$ cat src/rtl/fetch_sequencer_pkg.sv
// Shared types and constants for the instruction-fetch sequencer.
package fetch_sequencer_pkg;

  localparam int unsigned     XLEN             = 32;
  localparam logic [XLEN-1:0] PC_STEP          = 32'd4;
  localparam logic [XLEN-1:0] RESET_PC_DEFAULT = 32'h0000_0000;

  typedef enum logic [1:0] {
    S_IDLE = 2'd0,
    S_REQ  = 2'd1,
    S_WAIT = 2'd2,
    S_DROP = 2'd3
  } state_t;

  typedef struct packed {
    logic [XLEN-1:0] pc;
    logic [XLEN-1:0] instr;
  } fetch_entry_t;

  // Redirect targets are forced onto a word boundary.
  function automatic logic [XLEN-1:0] word_align(input logic [XLEN-1:0] addr);
    return {addr[XLEN-1:2], 2'b00};
  endfunction

endpackage

$ cat src/rtl/fetch_sequencer_if.sv
// Instruction-memory request/response and decode-side handshake of the fetch sequencer.
interface fetch_sequencer_if;
  import fetch_sequencer_pkg::*;

  logic            imem_req_valid;
  logic            imem_req_ready;
  logic [XLEN-1:0] imem_req_addr;
  logic            imem_rsp_valid;
  logic [XLEN-1:0] imem_rsp_data;

  logic            if_valid;
  logic            if_ready;
  logic [XLEN-1:0] if_pc;
  logic [XLEN-1:0] if_pc_4;
  logic [XLEN-1:0] if_instr;

  modport master (
    output imem_req_valid, imem_req_addr,
    input  imem_req_ready, imem_rsp_valid, imem_rsp_data,
    output if_valid, if_pc, if_pc_4, if_instr,
    input  if_ready
  );

  modport slave (
    input  imem_req_valid, imem_req_addr,
    output imem_req_ready, imem_rsp_valid, imem_rsp_data,
    input  if_valid, if_pc, if_pc_4, if_instr,
    output if_ready
  );

endinterface

$ cat src/rtl/fetch_sequencer_fetch_buffer.sv
// {pc, instr} FIFO with flush and registered head outputs toward decode.
module fetch_sequencer_fetch_buffer
  import fetch_sequencer_pkg::*;
#(
  parameter  int unsigned DEPTH = 2,
  localparam int unsigned PTR_W = $clog2(DEPTH),
  localparam int unsigned CNT_W = $clog2(DEPTH + 1)
) (
  input  logic              clk,
  input  logic              reset_n,
  input  logic              flush,
  input  logic              push,
  input  fetch_entry_t      push_entry,
  input  logic              pop_ready,
  output logic [CNT_W-1:0]  count,
  output logic              head_valid,
  output logic [XLEN-1:0]   head_pc,
  output logic [XLEN-1:0]   head_pc_4,
  output logic [XLEN-1:0]   head_instr
);

  fetch_entry_t     mem [DEPTH];
  logic [PTR_W-1:0] rd_ptr;
  logic [PTR_W-1:0] wr_ptr;
  logic [PTR_W-1:0] rd_ptr_inc;
  logic [CNT_W-1:0] count_next;
  logic             do_push;
  logic             do_pop;
  logic             head_load;
  fetch_entry_t     head_next;

  assign do_push    = push & ~flush;
  assign do_pop     = head_valid & pop_ready & ~flush;
  assign rd_ptr_inc = rd_ptr + PTR_W'(1);

  // Next head: the entry behind the popped one, or the incoming word when it lands at the front.
  always_comb begin
    head_load = 1'b0;
    head_next = mem[rd_ptr_inc];
    if (flush) begin
      count_next = '0;
    end else begin
      count_next = count + CNT_W'(do_push) - CNT_W'(do_pop);
    end
    if (do_pop) begin
      if (count > CNT_W'(1)) begin
        head_load = 1'b1;
        head_next = mem[rd_ptr_inc];
      end else if (do_push) begin
        head_load = 1'b1;
        head_next = push_entry;
      end
    end else if (do_push && (count == '0)) begin
      head_load = 1'b1;
      head_next = push_entry;
    end
  end

  always_ff @(posedge clk) begin
    if (do_push) begin
      mem[wr_ptr] <= push_entry;
    end
  end

  always_ff @(posedge clk or negedge reset_n) begin
    if (!reset_n) begin
      rd_ptr     <= '0;
      wr_ptr     <= '0;
      count      <= '0;
      head_valid <= 1'b0;
      head_pc    <= '0;
      head_pc_4  <= '0;
      head_instr <= '0;
    end else begin
      count      <= count_next;
      head_valid <= (count_next != '0);
      if (flush) begin
        rd_ptr <= '0;
        wr_ptr <= '0;
      end else begin
        if (do_pop)  rd_ptr <= rd_ptr_inc;
        if (do_push) wr_ptr <= wr_ptr + PTR_W'(1);
      end
      if (head_load) begin
        head_pc    <= head_next.pc;
        head_pc_4  <= head_next.pc + PC_STEP;
        head_instr <= head_next.instr;
      end
    end
  end

endmodule

$ cat src/rtl/fetch_sequencer.sv
// Fetch PC owner: issues one imem word request at a time, handles redirects, feeds the buffer.
module fetch_sequencer
  import fetch_sequencer_pkg::*;
#(
  parameter logic [XLEN-1:0] RESET_PC  = RESET_PC_DEFAULT,
  parameter int unsigned     BUF_DEPTH = 2
) (
  input  logic              clk,
  input  logic              reset_n,
  input  logic              branch,
  input  logic [XLEN-1:0]   pc_forbranch,
  fetch_sequencer_if.master bus
);

  localparam int unsigned      CNT_W   = $clog2(BUF_DEPTH + 1);
  localparam logic [CNT_W-1:0] DEPTH_C = CNT_W'(BUF_DEPTH);

  state_t           state;
  state_t           state_next;
  logic [XLEN-1:0]  fetch_pc;
  logic [XLEN-1:0]  fetch_pc_next;
  logic [XLEN-1:0]  out_pc;
  logic [XLEN-1:0]  branch_target;
  logic             req_valid;
  logic             accept;
  logic             push;
  logic             pop;
  logic [CNT_W-1:0] count;
  logic [CNT_W-1:0] count_after;
  fetch_entry_t     push_entry;

  assign branch_target = word_align(pc_forbranch);
  assign accept        = (state == S_REQ) & bus.imem_req_ready;
  assign pop           = bus.if_valid & bus.if_ready;
  assign count_after   = count + CNT_W'(1) - CNT_W'(pop);
  assign push_entry    = '{pc: out_pc, instr: bus.imem_rsp_data};

  assign bus.imem_req_valid = req_valid;
  assign bus.imem_req_addr  = fetch_pc;

  // Next state and fetch PC; a redirect overrides any increment on the same edge.
  always_comb begin
    state_next    = state;
    fetch_pc_next = fetch_pc;
    push          = 1'b0;
    case (state)
      S_IDLE: begin
        if (branch || (count < DEPTH_C)) state_next = S_REQ;
      end
      S_REQ: begin
        if (bus.imem_req_ready) begin
          fetch_pc_next = fetch_pc + PC_STEP;
          state_next    = branch ? S_DROP : S_WAIT;
        end else if (branch) begin
          state_next = S_IDLE;
        end
      end
      S_WAIT: begin
        if (bus.imem_rsp_valid) begin
          if (branch) begin
            state_next = S_IDLE;
          end else begin
            push       = 1'b1;
            state_next = (count_after < DEPTH_C) ? S_REQ : S_IDLE;
          end
        end else if (branch) begin
          state_next = S_DROP;
        end
      end
      S_DROP: begin
        if (bus.imem_rsp_valid) state_next = S_IDLE;
      end
      default: state_next = S_IDLE;
    endcase
    if (branch) fetch_pc_next = branch_target;
  end

  always_ff @(posedge clk or negedge reset_n) begin
    if (!reset_n) begin
      state     <= S_IDLE;
      fetch_pc  <= RESET_PC;
      out_pc    <= '0;
      req_valid <= 1'b0;
    end else begin
      state     <= state_next;
      fetch_pc  <= fetch_pc_next;
      req_valid <= (state_next == S_REQ);
      if (accept) out_pc <= fetch_pc;
    end
  end

  fetch_sequencer_fetch_buffer #(
    .DEPTH (BUF_DEPTH)
  ) u_fetch_buffer (
    .clk        (clk),
    .reset_n    (reset_n),
    .flush      (branch),
    .push       (push),
    .push_entry (push_entry),
    .pop_ready  (bus.if_ready),
    .count      (count),
    .head_valid (bus.if_valid),
    .head_pc    (bus.if_pc),
    .head_pc_4  (bus.if_pc_4),
    .head_instr (bus.if_instr)
  );

endmodule

$ cat src/flat_wrapper.sv
// flat-port wrapper written by rule: the top's interface ports become plain ports
module fetch_sequencer_flat import fetch_sequencer_pkg::*;
#(
  parameter logic [XLEN-1:0] RESET_PC  = RESET_PC_DEFAULT,
  parameter int unsigned     BUF_DEPTH = 2
)
  (clk, reset_n, branch, pc_forbranch, bus_imem_req_valid, bus_imem_req_addr, bus_imem_req_ready, bus_imem_rsp_valid, bus_imem_rsp_data, bus_if_valid, bus_if_pc, bus_if_pc_4, bus_if_instr, bus_if_ready);
  fetch_sequencer_if bus_i ();
  input  logic clk;
  input  logic reset_n;
  input  logic branch;
  input  logic [XLEN-1:0] pc_forbranch;
  output wire logic [$bits(bus_i.imem_req_valid)-1:0] bus_imem_req_valid;
  output wire logic [$bits(bus_i.imem_req_addr)-1:0] bus_imem_req_addr;
  input wire logic [$bits(bus_i.imem_req_ready)-1:0] bus_imem_req_ready;
  input wire logic [$bits(bus_i.imem_rsp_valid)-1:0] bus_imem_rsp_valid;
  input wire logic [$bits(bus_i.imem_rsp_data)-1:0] bus_imem_rsp_data;
  output wire logic [$bits(bus_i.if_valid)-1:0] bus_if_valid;
  output wire logic [$bits(bus_i.if_pc)-1:0] bus_if_pc;
  output wire logic [$bits(bus_i.if_pc_4)-1:0] bus_if_pc_4;
  output wire logic [$bits(bus_i.if_instr)-1:0] bus_if_instr;
  input wire logic [$bits(bus_i.if_ready)-1:0] bus_if_ready;
  assign bus_imem_req_valid = bus_i.imem_req_valid;
  assign bus_imem_req_addr = bus_i.imem_req_addr;
  assign bus_i.imem_req_ready = bus_imem_req_ready;
  assign bus_i.imem_rsp_valid = bus_imem_rsp_valid;
  assign bus_i.imem_rsp_data = bus_imem_rsp_data;
  assign bus_if_valid = bus_i.if_valid;
  assign bus_if_pc = bus_i.if_pc;
  assign bus_if_pc_4 = bus_i.if_pc_4;
  assign bus_if_instr = bus_i.if_instr;
  assign bus_i.if_ready = bus_if_ready;
  fetch_sequencer #(.RESET_PC(RESET_PC), .BUF_DEPTH(BUF_DEPTH)) u_core (.clk(clk), .reset_n(reset_n), .branch(branch), .pc_forbranch(pc_forbranch), .bus(bus_i));
endmodule
$ cat config.mk
export PLATFORM = sky130hd
export DESIGN_NAME = fetch_sequencer_flat
export DESIGN_NICKNAME = d
export VERILOG_FILES = /design/src/rtl/fetch_sequencer_pkg.sv /design/src/rtl/fetch_sequencer_if.sv /design/src/rtl/fetch_sequencer_fetch_buffer.sv /design/src/rtl/fetch_sequencer.sv /design/src/flat_wrapper.sv
export SDC_FILE = /design/constraint.sdc
export NUM_CORES = 1
export LEC_CHECK = 0
export CORE_ASPECT_RATIO = 0.5
export CORE_UTILIZATION = 50
export DETAILED_ROUTE_END_ITERATION = 12
export GPL_TIMING_DRIVEN = 1
export PLACE_DENSITY = 0.84
export SYNTH_ARGS = -nofsm -noshare
export SYNTH_HDL_FRONTEND = slang
export SYNTH_SLANG_ARGS = --single-unit
$ cat constraint.sdc
create_clock -name clk -period 6.1 [get_ports clk]
set_clock_uncertainty 0.15 [all_clocks]
set_input_delay 1.22 -clock clk [delete_from_list [all_inputs] [get_ports clk]]
set_output_delay 1.22 -clock clk [all_outputs]
set_load 0.005 [all_outputs]
* Word level (Yosys, flattened, before mapping)
Memory sizes are Yosys's and may differ from the RTL's. Cells that the tools add are included.
Cells by class: bitwise operators 5, eq/ne operators 4, multiplexer cells 30, magnitude comparators 3, reductions and logical operators 10, $add $sub $neg 8
Operator list (number):
- $mux W64 | 4
- $mux W32 | 3
- $add A32 B3 Y32 const B | 2
- $mux W2 | 8
- $mux W1 | 14
- $reduce_bool A2 Y1 | 5
- $pmux W2 S4 | 1
- $and A1 B1 Y1 | 4
- $eq A2 B1 Y1 const B | 2
- $eq A2 B2 Y1 const B | 2
- $logic_not A2 Y1 | 2
- $lt A2 B2 Y1 const B | 2
- $sub A2 B1 Y2 | 2
- $add A1 B1 Y1 const B | 2
- $add A2 B1 Y2 | 1
- $add A2 B1 Y2 const B | 1
- $gt A2 B1 Y1 const B | 1
- $reduce_and A2 Y1 | 1
- $logic_and A1 B1 Y1 | 1
- $logic_or A1 B1 Y1 | 1
- $not A1 Y1 | 1
Word-level totals: memory bits (writable) 128, bits of input ports 70, memories kept 1, bits in registers 168, output and inout port bits 130
Memories:
- u_core.u_fetch_buffer.mem | depth 2, width 64, read ports 1, clocked after Yosys merged registers in 0, wr ports 1, line fetch_sequencer_fetch_buffer.sv:22 | fetch_entry_t mem [DEPTH];

* Longest topological paths before layout
depth after elaboration 8, mapped depth 15, gate-level depth less buffers 11

* Modules after synthesis
Synthesis repeated with hierarchy kept, for this count alone.
Unflattened totals: cell total of the unflattened synthesis 1148, area, all modules 13040.0 µm²
Modules (own cells, without submodules):
- fetch_sequencer_fetch_buffer | seq. area each 6321.1 µm², area each 9933.3 µm², cells an instance 832, instances 1
- fetch_sequencer | seq. area each 1576.5 µm², area each 3106.7 µm², cells an instance 316, instances 1

* Worst setup path after synthesis
OpenSTA, ideal clock, no wires.
path type input to register, start point input port branch, end point memory u_core.u_fetch_buffer.mem[0][0] (netlist bit), enable pin, slack 1.322 ns, data arrival time 4.146 ns, data required time 5.467 ns, stages 3, cells stage by stage nand4bb_1 buf_4 nor2_1
Between the ends: longest elaborated chain between the ends 6
RTL lines:
- start: declaration | line flat_wrapper.sv:11 | input logic branch;
- $mux W1 | line fetch_sequencer.sv:60 | if (branch) begin
- $mux W1 | line fetch_sequencer.sv:59 | if (bus.imem_rsp_valid) begin
- $mux W1 | line fetch_sequencer.sv:46 | case (state)
- $and A1 B1 Y1 (*) | line fetch_sequencer_fetch_buffer.sv:32 | assign do_push = push & ~flush;
- $mux W1 (*) | line fetch_sequencer_fetch_buffer.sv:60 | if (do_push) begin
- $mux W1 (implied by the code) (*) | line fetch_sequencer_fetch_buffer.sv:61 | mem[wr_ptr] <= push_entry;
- end: declaration | line fetch_sequencer_fetch_buffer.sv:22
Mark *: on every way between the ends. The rest lies on a longest branch, timed or not.

==> results.txt <==
- Slew Limit Fails: 0
- Number of buffers added to fix hold violations after cts: 0
- Top cells by instance count after synthesis: nand2_1 (297), dfrtp_1 (160), o21ai_0 (147), edfxtp_1 (124), mux2i_1 (61)
* Synth Area in XOR/XNOR: 4.39%
- Proportion of power drawn by combinational gates: between 20% and 30%
* Worst Path Class, Setup: in -> reg
- Power spread over the standard cell area amounts to 393 nW/um^2.
- Via Count: 9248
- Largest net degree at the start of global routing: 84
- Number of buffers added by the clock tree synthesis step: 26
- Sequential fraction of the synthesis area: roughly three fifths
- Leftover overflow at the end of global routing: 0
- From synthesis to final layout, the design area changed by 25.0%.
- Subtracting the final worst setup slack from the clock period gives just under 5 ns.
* Critical path, cell by cell: clkdlybuf4s50_1 > nand4bb_1 > a211oi_4 > nand2_1 > o21ai_0 > ha_1 > o211ai_1 > mux2_4 > nor3_4 > buf_4 > nand4_2 > or3_1 > a21o_1
* Clock share of power: 28.4%
- Summing all placed instances gives a cell area of roughly 15000 um^2.
* Overall die height: 114 um
- Outcome: completed
- In this design, the stage delay of the slowest critical-path cell is 0.72 ns.
- Synth warnings: 0
- Once detail routing completed, the nets flagged for antenna violations numbered 0.
* Worst Setup Start Kind: input pin
- The synthesized netlist devotes 15.2% of its cell area to simple gates.
- Clock Tree Root: clkbuf_16
- At the end of the flow, the number of nets in the layout was between 1000 and 1500.
- Synthesis instantiated between 60 and 70 different standard cells from the library.
* GRT Util Overall: 24.0%
- In this run the worst hold path is classified as reg -> reg.
* Horizontal die dimension: roughly 230 um
- The first global-routing pass estimated 48.5 mm of wire.
- After clock tree synthesis, the clock-pin slew on the worst setup and hold paths is 0.07 ns.
- Critical Path AT: 5.12 ns
- Register-to-Register Setup Slack: 1.99 ns
* Count of buffers inserted at the top-level ports: 191
- Once the floorplan was initialized, standard cells occupied 51.7% of the core.
- After detailed routing, the number of remaining DRC violations is 0.
- In the final timing run, aggregate negative setup slack is 0 ns.
- Count of mapped cells out of synthesis: 1151
- Remaining max-slew budget at the tightest pin: between 20% and 30%
* Largest fanout on the critical path: 11
- Pin slew with the least headroom to its limit: 1.08 ns
* Floorplan core area: 24300 um^2
- Library cell occupying the most area in the post-synthesis netlist: dfrtp_1
- The count of cells in the finished layout, fillers not included, comes to 1680.
- CTS H-Tree Depth: 1
- Sum of routed wire length over all layers: 30.5 mm
* HPWL after DPL: 20.9 mm
* Number of global-route vias before repair: between 9000 and 10000
* Antenna violations before repair: 0
* Hold Fails Final Rpt: 0
- Die Footprint: 25800 um^2
- Data required time of the critical path: 6.37 ns
* Clock tree from TritonCTS: yes
- Timing analysis after detailed placement gives a worst setup slack of 0.761 ns.
- Number of antenna diodes: 0
- Setup slack on the critical path of the routed design comes to around 1.3 ns.
- The worst-case IR drop observed on VDD is 0.188 mV.
- Of all flip-flops after synthesis, the portion carrying an async set or reset was 56.3%.
* Total of endpoints with negative setup slack in the final report: 0
* Fmax: 207 MHz
* Most used flip-flop cell after synthesis: dfrtp_1
* Postcts setup bufs: 0
- Share of the synthesized area in compound gates (AO/OA/AOI/OAI): just under 10%
- Net switching power: 1.81 mW
- Using the TritonRoute via totals, the vias-per-cell ratio works out to roughly 5.5.
- The analysis attributes to cell leakage a power of around 6 nW.
* Cell count after placement: 1632
- Top area cells in the synthesized netlist: dfrtp_1 (32%), edfxtp_1 (30%), nand2_1 (8.9%)
- Number of clock sinks seen by CTS: approximately 280
* Standard cell with the maximum stage delay on the critical path: a211oi_4
* Gpl congestion: 0.847
* Post-route fraction of the period consumed by the critical path: 79.4%
- RSZ-0062 raised after global routing: false
- Count of cells resized by post-cts repair: 0
- Dividing the detail-routed wire length by the instance count gives 18.2 um.
- Sum of internal, switching and leakage power: 6.18 mW
- Of the total synthesized cell area, the portion taken by full adders, half adders and majority gates is 0.398%.
* Synthesized area per cell: roughly 11 um^2
- Bufs on Longest Clock Path: 3
- Number of enable flip-flop cells after synthesis: around 120
- Post-Syn Area: about 13000 um^2
- In this run switching power makes up between 20% and 30% of total power.
- STA classifies the critical path endpoint as a flop.
* Cell with the most instances after synthesis: nand2_1
- By area, the combinational part of the netlist is dominated by simple AND/OR/NAND/NOR gates.
- The floorplan has 40 rows.
- Proportion of netlist area held by the largest area contributor: 31.9%
* Count of boundary I/O pins: 200
* Final cell area excluding filler cells: 15700 um^2
- The first detailed-routing pass ran for 5 iterations.
* Clock Latency Late Sink: 0.53 ns
- The synthesized design contains 284 register bits.
* Mux cell area share after synthesis: 6.26%
- Fraction of final layout cells with drive strength greater than 1: approximately 7%
- Internal portion of total power: 4.37 mW
- Max Cap Violations: 0
- Sequential cells burn 47.3% of the power.
- Initial DRC Count: 775
==> cells by family after synthesis <==
| logic type | after synthesis |
|---|---|
| simple gates | 436 |
| flops | 284 |
| compound gates | 216 |
| mux | 76 |
| buf+inv | 71 |
| xor+xnor | 63 |
| fa+ha+maj | 4 |
| other cells | 1 |
==> power groups by stage <==
stage	clock, mW	combinational, mW	sequential, mW
2_1_floorplan	0	0.620	2.82
3_3_place_gp	0	1.46	2.91
3_5_place_dp	0	1.50	2.94
4_1_cts	1.79	1.52	2.91
5_1_grt	1.87	1.65	2.97
6_report	1.75	1.50	2.92
==> layout by cell type (no fill, tap or decap), types with 6 or more instances in the layout <==
cell type | netlist | final
nand2_1 | 297 | 297
clkdlybuf4s50_1 | 0 | 189
dfrtp_1 | 160 | 159
o21ai_0 | 147 | 147
edfxtp_1 | 124 | 124
mux2i_1 | 61 | 61
nor2_1 | 47 | 43
xor2_1 | 35 | 35
clkbuf_16 | 0 | 30
xnor2_1 | 28 | 28
a21oi_1 | 25 | 25
nand3_1 | 22 | 22
buf_4 | 9 | 15
mux2_2 | 13 | 13
nand4_1 | 12 | 12
and3_1 | 8 | 8
a31oi_1 | 7 | 7
o21ai_1 | 7 | 7
nor2b_1 | 7 | 7
nor3_1 | 6 | 6
conb_1 | 1 | 6
==> metal layers <==
layer	vias up	part of all wire [%]	global-route usage, %
met5	-	0	0
met4	0	2.6	7.12
met3	59	5.6	3.80
met2	311	48	39.0
met1	4529	44	33.5
li1	4349	-	-
==> worst paths after layout <==
path,cells after the start,start,end
max,13,bus_imem_rsp_valid,u_core.u_fetch_buffer.head_pc_4[30]$_DFFE_PN0P_
min,2,u_core.u_fetch_buffer.head_pc[16]$_DFFE_PN0P_,u_core.u_fetch_buffer.head_pc[16]$_DFFE_PN0P_
max reg2reg,12,u_core.state[0]$_DFF_PN0_,u_core.u_fetch_buffer.head_pc_4[30]$_DFFE_PN0P_
min reg2reg,2,u_core.u_fetch_buffer.head_pc[16]$_DFFE_PN0P_,u_core.u_fetch_buffer.head_pc[16]$_DFFE_PN0P_
max in group asynchronous,2,reset_n,u_core.u_fetch_buffer.head_pc[24]$_DFFE_PN0P_
min in group asynchronous,1,reset_n,u_core.bus.imem_req_addr[4]$_DFFE_PN0P_
==> critical path, delay by kind of cell <==
| family | cells | cell delay, ns |
|---|---|---|
| simple gates | 5 | 1.30 |
| compound gates | 4 | 1.16 |
| buf+inv | 2 | 0.75 |
| fa+ha+maj | 1 | 0.36 |
| mux | 1 | 0.32 |
==> registers in the layout, summed over array words and instances, names as in the netlist <==
signal and flops:
u_core.state 2, u_core.out_pc 30, u_core.bus.imem_req_addr 30, u_core.bus.imem_req_valid 1, u_core.u_fetch_buffer.mem 124, u_core.u_fetch_buffer.head_instr 32, u_core.u_fetch_buffer.head_pc_4 30, u_core.u_fetch_buffer.head_valid 1
u_core.u_fetch_buffer.count 2, u_core.u_fetch_buffer.head_pc 30, u_core.u_fetch_buffer.wr_ptr 1, u_core.u_fetch_buffer.rd_ptr 1
==> stage by stage <==
| stage | util (%) | hold WS, ns |
|---|---|---|
| final | 64.6 | 0.336 |
| after detailed placement | 60.7 | 0.316 |
| after floorplan | - | 0.310 |
| after global routing | 64.6 | 0.350 |
| after global placement | 60.7 | 0.312 |
| after CTS | 64.6 | 0.334 |
==> final cells by class <==
type / instances / area [um^2]
multi-input cells: 801 / 4570
flip-flops and latches: 284 / 7730
inverters: 5 / 18.8
fillers: 1872 / 8610
clock inverters: 11 / 119
clock buffers: 37 / 827
repair buffers: 206 / 2020
well taps: 336 / 420
Note: power is estimated with default switching activity, not from simulation.
